==> config.mk <==
export PLATFORM = sky130hd
export DESIGN_NAME = mem_access_unit
export DESIGN_NICKNAME = d
export VERILOG_FILES = /design/src/rtl/mem_access_pkg.sv /design/src/rtl/mem_lane_align.sv /design/src/rtl/mem_access_unit.sv
export SDC_FILE = /design/constraint.sdc
export NUM_CORES = 1
export LEC_CHECK = 0
export ABC_AREA = 1
export CAP_MARGIN = 20
export CORE_ASPECT_RATIO = 0.5
export CORE_MARGIN = 2
export CORE_UTILIZATION = 45
export CTS_BUF_LIST = sky130_fd_sc_hd__clkbuf_16
export CTS_CLUSTER_DIAMETER = 60
export DETAILED_ROUTE_END_ITERATION = 8
export HOLD_SLACK_MARGIN = 0.05
export PLACE_DENSITY_LB_ADDON = 0.25
export REMOVE_ABC_BUFFERS = 1
export SKIP_CTS_REPAIR_TIMING = 1
export SYNTH_ARGS = -nofsm -noshare
export SYNTH_HDL_FRONTEND = slang
export SYNTH_HIERARCHICAL = 1
export SYNTH_SLANG_ARGS = --single-unit
==> constraint.sdc <==
create_clock -name clk -period 3.3 [get_ports clk]
set_input_delay 0.99 -clock clk [delete_from_list [all_inputs] [get_ports clk]]
set_output_delay 0.99 -clock clk [all_outputs]
set_load 0.005 [all_outputs]
==> src/rtl/mem_access_pkg.sv <==
// Shared op encodings, FSM state type and helpers for mem_access_unit.
package mem_access_pkg;

  typedef logic [2:0] mem_op_t;

  localparam mem_op_t OP_LB  = 3'b000;
  localparam mem_op_t OP_LH  = 3'b001;
  localparam mem_op_t OP_LW  = 3'b010;
  localparam mem_op_t OP_LBU = 3'b011;
  localparam mem_op_t OP_LHU = 3'b100;
  localparam mem_op_t OP_SB  = 3'b101;
  localparam mem_op_t OP_SH  = 3'b110;
  localparam mem_op_t OP_SW  = 3'b111;

  typedef logic [1:0] state_t;

  localparam state_t ST_IDLE    = 2'd0;
  localparam state_t ST_RD      = 2'd1;
  localparam state_t ST_RD_WAIT = 2'd2;
  localparam state_t ST_WR      = 2'd3;

  function automatic logic op_is_store(input mem_op_t op);
    return (op == OP_SB) || (op == OP_SH) || (op == OP_SW);
  endfunction

endpackage

==> src/rtl/mem_lane_align.sv <==
// Combinational little-endian lane extraction for loads and lane merge for
// partial stores.
module mem_lane_align
  import mem_access_pkg::*;
(
  input  mem_op_t     op_i,
  input  logic [1:0]  addr_lo_i,
  input  logic [31:0] mem_word_i,
  input  logic [31:0] wdata_i,
  output logic [31:0] load_data_o,
  output logic [31:0] merged_o
);

  logic [7:0]  byte_sel;
  logic [15:0] half_sel;

  always_comb begin
    byte_sel = mem_word_i[{addr_lo_i, 3'b000} +: 8];
    half_sel = addr_lo_i[1] ? mem_word_i[31:16] : mem_word_i[15:0];

    load_data_o = '0;
    case (op_i)
      OP_LB:   load_data_o = {{24{byte_sel[7]}}, byte_sel};
      OP_LBU:  load_data_o = {24'h0, byte_sel};
      OP_LH:   load_data_o = {{16{half_sel[15]}}, half_sel};
      OP_LHU:  load_data_o = {16'h0, half_sel};
      OP_LW:   load_data_o = mem_word_i;
      default: load_data_o = '0;
    endcase

    // Partial stores keep every byte of the fetched word outside the lane.
    merged_o = mem_word_i;
    case (op_i)
      OP_SB: merged_o[{addr_lo_i, 3'b000} +: 8] = wdata_i[7:0];
      OP_SH: begin
        if (addr_lo_i[1]) merged_o[31:16] = wdata_i[15:0];
        else              merged_o[15:0]  = wdata_i[15:0];
      end
      default: merged_o = wdata_i;
    endcase
  end

endmodule

==> src/rtl/mem_access_unit.sv <==
// Load/store unit: byte/half/word loads, SW direct write, SB/SH read-modify-write.
// Optional MEM_ACCESS_MISALIGN_TRAP_EN adds a misalign trap output.
module mem_access_unit
  import mem_access_pkg::*;
#(
  parameter int MEM_DEPTH_LOG2 = 16
) (
  input  logic        clk,
  input  logic        rst,
  input  logic        req,
  input  logic [2:0]  op,
  input  logic [31:0] addr,
  input  logic [31:0] wdata,
  output logic        ready,
  output logic        done,
  output logic [31:0] rdata,
  output logic        mem_rd,
  output logic        mem_wr,
  output logic [31:0] mem_addr,
  output logic [31:0] mem_data,
  input  logic [31:0] mem_out,
  output logic [1:0]  dbg_state_o
`ifdef MEM_ACCESS_MISALIGN_TRAP_EN
  ,
  output logic        misalign
`endif
);

  // Handshake: req is sampled only on a rising edge where ready=1 (state IDLE);
  // done pulses for one cycle per accepted request, rdata valid only then.

  state_t      state_q, state_d;
  mem_op_t     op_q;
  logic [1:0]  addr_lo_q;
  logic [31:0] wdata_q;
  logic        mem_rd_q, mem_wr_q, done_q;
  logic [31:0] mem_addr_q, mem_data_q;
  logic        accept, mis_now;
  logic [31:0] load_data, merged;
  logic        unused_addr_hi;

  assign unused_addr_hi = ^addr[31:MEM_DEPTH_LOG2+2];
  assign accept = (state_q == ST_IDLE) && req;

`ifdef MEM_ACCESS_MISALIGN_TRAP_EN
  always_comb begin
    mis_now = 1'b0;
    if ((op == OP_LH || op == OP_LHU || op == OP_SH) && addr[0]) mis_now = 1'b1;
    if ((op == OP_LW || op == OP_SW) && (addr[1:0] != 2'b00))   mis_now = 1'b1;
  end
`else
  assign mis_now = 1'b0;
`endif

  mem_lane_align u_align (
    .op_i       (op_q),
    .addr_lo_i  (addr_lo_q),
    .mem_word_i (mem_out),
    .wdata_i    (wdata_q),
    .load_data_o(load_data),
    .merged_o   (merged)
  );

  always_comb begin
    state_d = state_q;
    case (state_q)
      ST_IDLE: begin
        // A trapped access reuses WR as its one-cycle completion state.
        if (req) state_d = (mis_now || op == OP_SW) ? ST_WR : ST_RD;
      end
      ST_RD:      state_d = ST_RD_WAIT;
      ST_RD_WAIT: state_d = op_is_store(op_q) ? ST_WR : ST_IDLE;
      ST_WR:      state_d = ST_IDLE;
      default:    state_d = ST_IDLE;
    endcase
  end

  always_ff @(posedge clk) begin
    if (rst) begin
      state_q    <= ST_IDLE;
      op_q       <= OP_LB;
      addr_lo_q  <= '0;
      wdata_q    <= '0;
      mem_rd_q   <= 1'b0;
      mem_wr_q   <= 1'b0;
      done_q     <= 1'b0;
      mem_addr_q <= '0;
      mem_data_q <= '0;
    end else begin
      state_q  <= state_d;
      mem_rd_q <= (state_d == ST_RD);
      mem_wr_q <= (state_d == ST_WR) && !(accept && mis_now);
      done_q   <= (state_d == ST_WR) ||
                  ((state_d == ST_RD_WAIT) && !op_is_store(op_q));
      if (accept) begin
        op_q       <= op;
        addr_lo_q  <= addr[1:0];
        wdata_q    <= wdata;
        mem_addr_q <= 32'(addr[MEM_DEPTH_LOG2+1:2]);
        if (op == OP_SW) mem_data_q <= wdata;
      end else if (state_q == ST_RD_WAIT && op_is_store(op_q)) begin
        mem_data_q <= merged;
      end
    end
  end

`ifdef MEM_ACCESS_MISALIGN_TRAP_EN
  logic misalign_q;

  always_ff @(posedge clk) begin
    if (rst) misalign_q <= 1'b0;
    else     misalign_q <= accept && mis_now;
  end

  assign misalign = misalign_q;
`endif

  assign ready       = (state_q == ST_IDLE);
  assign done        = done_q;
  assign rdata       = (done_q && state_q == ST_RD_WAIT) ? load_data : 32'h0;
  assign mem_rd      = mem_rd_q;
  assign mem_wr      = mem_wr_q;
  assign mem_addr    = mem_addr_q;
  assign mem_data    = mem_data_q;
  assign dbg_state_o = state_q;

endmodule
### Word-level counts from Yosys, hierarchy flattened

Cells that the tools add are included.

| storage, ports and cells | value |
|---|---|
| output and inout bits | 102 |
| bits in registers | 90 |
| word-level logic and storage cells | 54 |
| input bits | 102 |

| operators by class | value |
|---|---|
| reduce and logical (&&, ||, !) cells | 12 |
| add/sub/neg operators | 1 |
| equality and inequality tests | 15 |
| multiplexer cells | 14 |
| shifts and indexed selects | 3 |

Operators by type and width:

| kind | count |
|---|---|
| case mux 32 bit (5 select lines) | 1 |
| 2-to-1 mux 32 bit | 4 |
| case mux 32 bit (2 select lines) | 1 |
| 2-to-1 mux 16 bit | 3 |
| bitwise mux 32 bit | 1 |
| variable shift 8 x 7 -> 32 bit, first input constant | 1 |
| variable part select 32 x 6 -> 8 bit | 1 |
| variable part select 8 x 7 -> 32 bit | 1 |
| equality test 3 bit, second input constant | 5 |
| equality test 2 bit, second input constant | 4 |
| case mux 2 bit (4 select lines) | 1 |
| negation 5 -> 7 bit | 1 |
| equality test 3 x 2 -> 1 bit, second input constant | 2 |
| 2-to-1 mux 2 bit | 3 |
| equality test 2 x 1 -> 1 bit, second input constant | 2 |
| logical AND 1 bit | 4 |
| equality test 3 x 1 -> 1 bit, second input constant | 1 |
| zero test 3 bit | 1 |
| logical OR 1 bit | 3 |
| zero test 2 bit | 1 |
| != test 2 x 1 -> 1 bit, second input constant | 1 |
| AND reduction 2 bit | 1 |
| nonzero test 2 bit | 1 |
| zero test 1 bit | 1 |

### Longest topological paths before layout

| depth | value |
|---|---|
| word-level depth | 8 |
| gate-level depth with buffers | 14 |
| mapped depth without buffers | 12 |

### Cells and area by module

The synthesis kept the hierarchy.

Modules (own cells, without submodules):

| module | area each (um^2) | times used | seq. area each (um^2) | cells each |
|---|---|---|---|---|
| mem_access_unit | 4,189.0 | 1 | 1,801.7 | 624 |
| mem_lane_align | 2,268.4 | 1 | 0.0 | 498 |

### Worst setup path after synthesis

No wires, ideal clock.

| timing | value |
|---|---|
| path kind | input to output |
| start point | in mem_out[31] |
| end point | out rdata[11] |
| stages | 7 |
| data arrival time | 1.711 ns |
| required time | 2.310 ns |
| path buffers | 1 |
| path slack | 0.599 ns |
| cell sequence | nand2_1 -> nand3_1 -> nand3b_1 -> buf_2 -> nand3_1 -> inv_1 -> nor2_1 |

| on the way | value |
|---|---|
| cells in the longest elaborated chain, start to end | 3 |

Ends and longest elaborated chain:

| item | line | RTL |
|---|---|---|
| from (decl) | mem_access_unit.sv:21 | `input logic [31:0] mem_out,` |
| variable part select 32 x 6 -> 8 bit | mem_lane_align.sv:18 | `byte_sel = mem_word_i[{addr_lo_i, 3'b000} +: 8];` |
| case mux 32 bit (5 select lines) | mem_lane_align.sv:22 | `case (op_i)` |
| via load_data[11] | mem_access_unit.sv:39 | `logic [31:0] load_data, merged;` |
| 2-to-1 mux 32 bit | mem_access_unit.sv:120 | `assign rdata = (done_q && state_q == ST_RD_WAIT) ? load_data : 32'h0;` |
| to (decl) | mem_access_unit.sv:16 | `output logic [31:0] rdata,` |

The timed path passes the listed nets, and every way through them passes these cells.

### Final worst setup path

| timing | value |
|---|---|
| start point | in mem_out[23] |
| end point | out rdata[13] |

The elaborated chain is that of the path after synthesis.

==> impl_metrics.ini <==
[grt]
maximum_number_of_pins_on_one_net_before_global_route_repair = 46
antenna_found_initial = 0
grt_pass1_vias = 6809
globalRouteTotalUtil = 0.285
gr-total-overflow = 0
grt_first_pass_wirelength_mm = 35.0

[clock_tree]
cts-root-to-sink-buffers = 2
inserted_clock_buffers = 9
path_clk_slew_ns = 0.07
clk-insertion-delay-late_ns = 0.35
cts.root.buffer_cell = sky130_fd_sc_hd__clkbuf_16
cts_tree = done
cts.sink_count = 90
cts_htree_levels = 3

[logic_synthesis]
seq_cells_post_synth = 90
yosysTopAreaCellShare = 0.279
synth_top_cells_by_area = sky130_fd_sc_hd__dfxtp_1, sky130_fd_sc_hd__nand2_1, sky130_fd_sc_hd__nand3_1
yosysWarningCount = 6
netlist_instances = 1122
sequential_area_share_after_synthesis = 0.279
syn-mean-instance-area_um2 = 5.76
syn-cell-area_um2 = 6460
yosysTopAreaCell = sky130_fd_sc_hd__dfxtp_1
synth.lib_cells_used.distinct = 28

[drt]
remaining_drc_errors = 0
routed_via_density = 5.18
route.antenna.remaining_nets = 0
dr.first_iter.drc_count = 792
dr_total_vias = 7793
drt-pass1-iter-count = 5
finalWirelength_mm = 22.5
detail_route.wl_per_cell_um = 15.0

[power_and_ir_drop]
power.density_nw_per_um2 = 363
total_power_mw = 3.29
vdd.ir_drop.worst_mv = 0.222
leakagePower_nw = 4.75

[floorplan]
start_util = 0.469
io_pins = 204
width_of_the_die_um = 173
placementRows = 30
design.die.area_um2 = 15400
die_h_um = 88.7
core_area_um2 = 13800

[setup_path]
reg2reg_depth = 13
critPathRequiredTime_ns = 2.31
critPathArrivalTime_ns = 2.29
worstPathMaxFanout = 6
startpoint_type = primary input
critPathKind = primary input to primary output
r2r_slack_ns = 0.70
rr_endpoint = mem_data[17]
setup.worst_path.end_class = primary output
timing.rr.start = addr_lo_q[1]

[timing]
fin_crit_ns = 3.28
setup_total_negative_slack_ns = 0
timing.clock.skew_ns = 0.00829
report.final.slew_viol_count = 0
slew-limit-headroom = 0.549
layout_worst_path_cycle_share = 0.994
worst_pin_slew_ns = 0.675
timing.final.setup_violations = 0
final_count_of_hold_timing_violations = 0
fmax_mhz = 305

[hold_path]
timing.hold.worst.start = wdata_q[27]
hold_path.class = flip-flop to flip-flop
whs_endpoint = wdata_q[27]
hold_path_depth = 2

[flow_run]
cap_viol_max_count = 0

[finish]
antenna_cells_inserted = 0
nNetsFinal = 1413
layout-drive-gt1-share = 0.113
finish.cell_count_without_fillers = 1503
flow.area_growth_from_synthesis_pct = 40.3
final_design_area_no_fill_um2 = 9060

[place]
placement.cell_area_um2 = 8510
dp_cells = 1474
gp_congestion = 1.01
hpwl_after_detailed_placement_mm = 16.2
port_buffers = 173

[run_status]
outcome = complete, no violations
==> critical path: stages <==
cell	delay [ns]
sky130_fd_sc_hd__buf_4	0.10
sky130_fd_sc_hd__nand2_2	0.06
sky130_fd_sc_hd__nand3_2	0.08
sky130_fd_sc_hd__nand3b_1	0.25
sky130_fd_sc_hd__clkbuf_16	0.25
sky130_fd_sc_hd__buf_8	0.12
sky130_fd_sc_hd__buf_4	0.14
sky130_fd_sc_hd__nand3_2	0.07
sky130_fd_sc_hd__inv_2	0.03
sky130_fd_sc_hd__nor2_2	0.07
sky130_fd_sc_hd__buf_2	0.11
==> how the worst max path moves through the flow <==
stage | start | end | slack, ns | depth (start not counted)
floorplan | addr_lo_q[1] | rdata[10] | -1.08 | 7
CTS | mem_out[23] | rdata[10] | -0.47 | 9
global placement | mem_out[23] | rdata[10] | -0.46 | 9
global route | mem_out[23] | rdata[13] | -0.03 | 11
finish | mem_out[23] | rdata[13] | 0.02 | 11
detailed placement | mem_out[23] | rdata[10] | -0.47 | 9
==> state kept, by name (all words and copies together), names as in the netlist <==
| register | flops |
|---|---|
| mem_addr | 16 |
| done | 1 |
| mem_rd | 1 |
| op_q | 3 |
| mem_wr | 1 |
| dbg_state_o | 2 |
| wdata_q | 32 |
| addr_lo_q | 2 |
| mem_data | 32 |
==> power breakdown <==
part	switching [mW]	internal, mW
combinational	0.591	0.463
clock	0.495	0.529
sequential	0.0534	1.16
total	1.14	2.15
==> area by class of cell <==
cell class | count | area [um2]
clock buffers | 9 | 225
clock inverters | 7 | 61.3
fillers | 1329 | 4720
inverters | 113 | 428
multi-input cells | 842 | 3830
flip-flops and latches | 90 | 1800
well taps | 192 | 240
repair buffers | 250 | 2470
==> cells in the final DEF (no fill, tap or decap), types with 9 or more instances in the layout <==
cell,n
sky130_fd_sc_hd__a21oi_1,81
sky130_fd_sc_hd__a21oi_2,9
sky130_fd_sc_hd__buf_4,70
sky130_fd_sc_hd__clkbuf_16,11
sky130_fd_sc_hd__clkdlybuf4s50_1,130
sky130_fd_sc_hd__conb_1,16
sky130_fd_sc_hd__dfxtp_1,88
sky130_fd_sc_hd__dlymetal6s2s_1,34
sky130_fd_sc_hd__inv_1,99
sky130_fd_sc_hd__inv_2,13
sky130_fd_sc_hd__nand2_1,327
sky130_fd_sc_hd__nand3_1,137
sky130_fd_sc_hd__nor2_1,150
sky130_fd_sc_hd__o211ai_1,32
sky130_fd_sc_hd__o21ai_0,51
==> metrics by stage <==
stage / hold WS (ns) / utilization / worst slack [ns]
after floorplan: 0.435 / - / -1.08
after global placement: 0.450 / 0.618 / -0.460
after detailed placement: 0.453 / 0.618 / -0.465
after CTS: 0.464 / 0.639 / -0.470
after global routing: 0.480 / 0.657 / -0.0277
final: 0.466 / 0.657 / 0.0212
==> synth_stat cells (all sizes together) <==
library cell	instances
a21oi	90
conb	1
o21ai	54
nand2	333
clkinv	2
clkbuf	22
dfxtp	90
ha	5
and2	7
nand4	2
inv	111
nand3b	1
nand3	143
buf	70
o211ai	32
a31oi	1
nor2	158
==> logic make-up (layout without fill, tap and decap cells) <==
group | after synthesis | after routing | share of synthesized area
AOI/OAI and AO/OA | 177 | 177 | 0.156
adders and majority gates | 5 | 5 | 0.00969
buffers and inverters | 205 | 379 | 0.144
DFF | 90 | 90 | 0.279
other | 1 | 16 | 0.000581
and+or+nand+nor | 644 | 644 | 0.411
==> layer usage <==
layer | vias up | GRT usage | part of all wire
met1 | 3537 | 0.415 | 0.49
met3 | 17 | 0.0687 | 0.094
met2 | 339 | 0.432 | 0.41
met5 | - | 0 | 0
met4 | 0 | 0.0524 | 0.0088
li1 | 3900 | - | -
(Power assumes the default switching activity.)
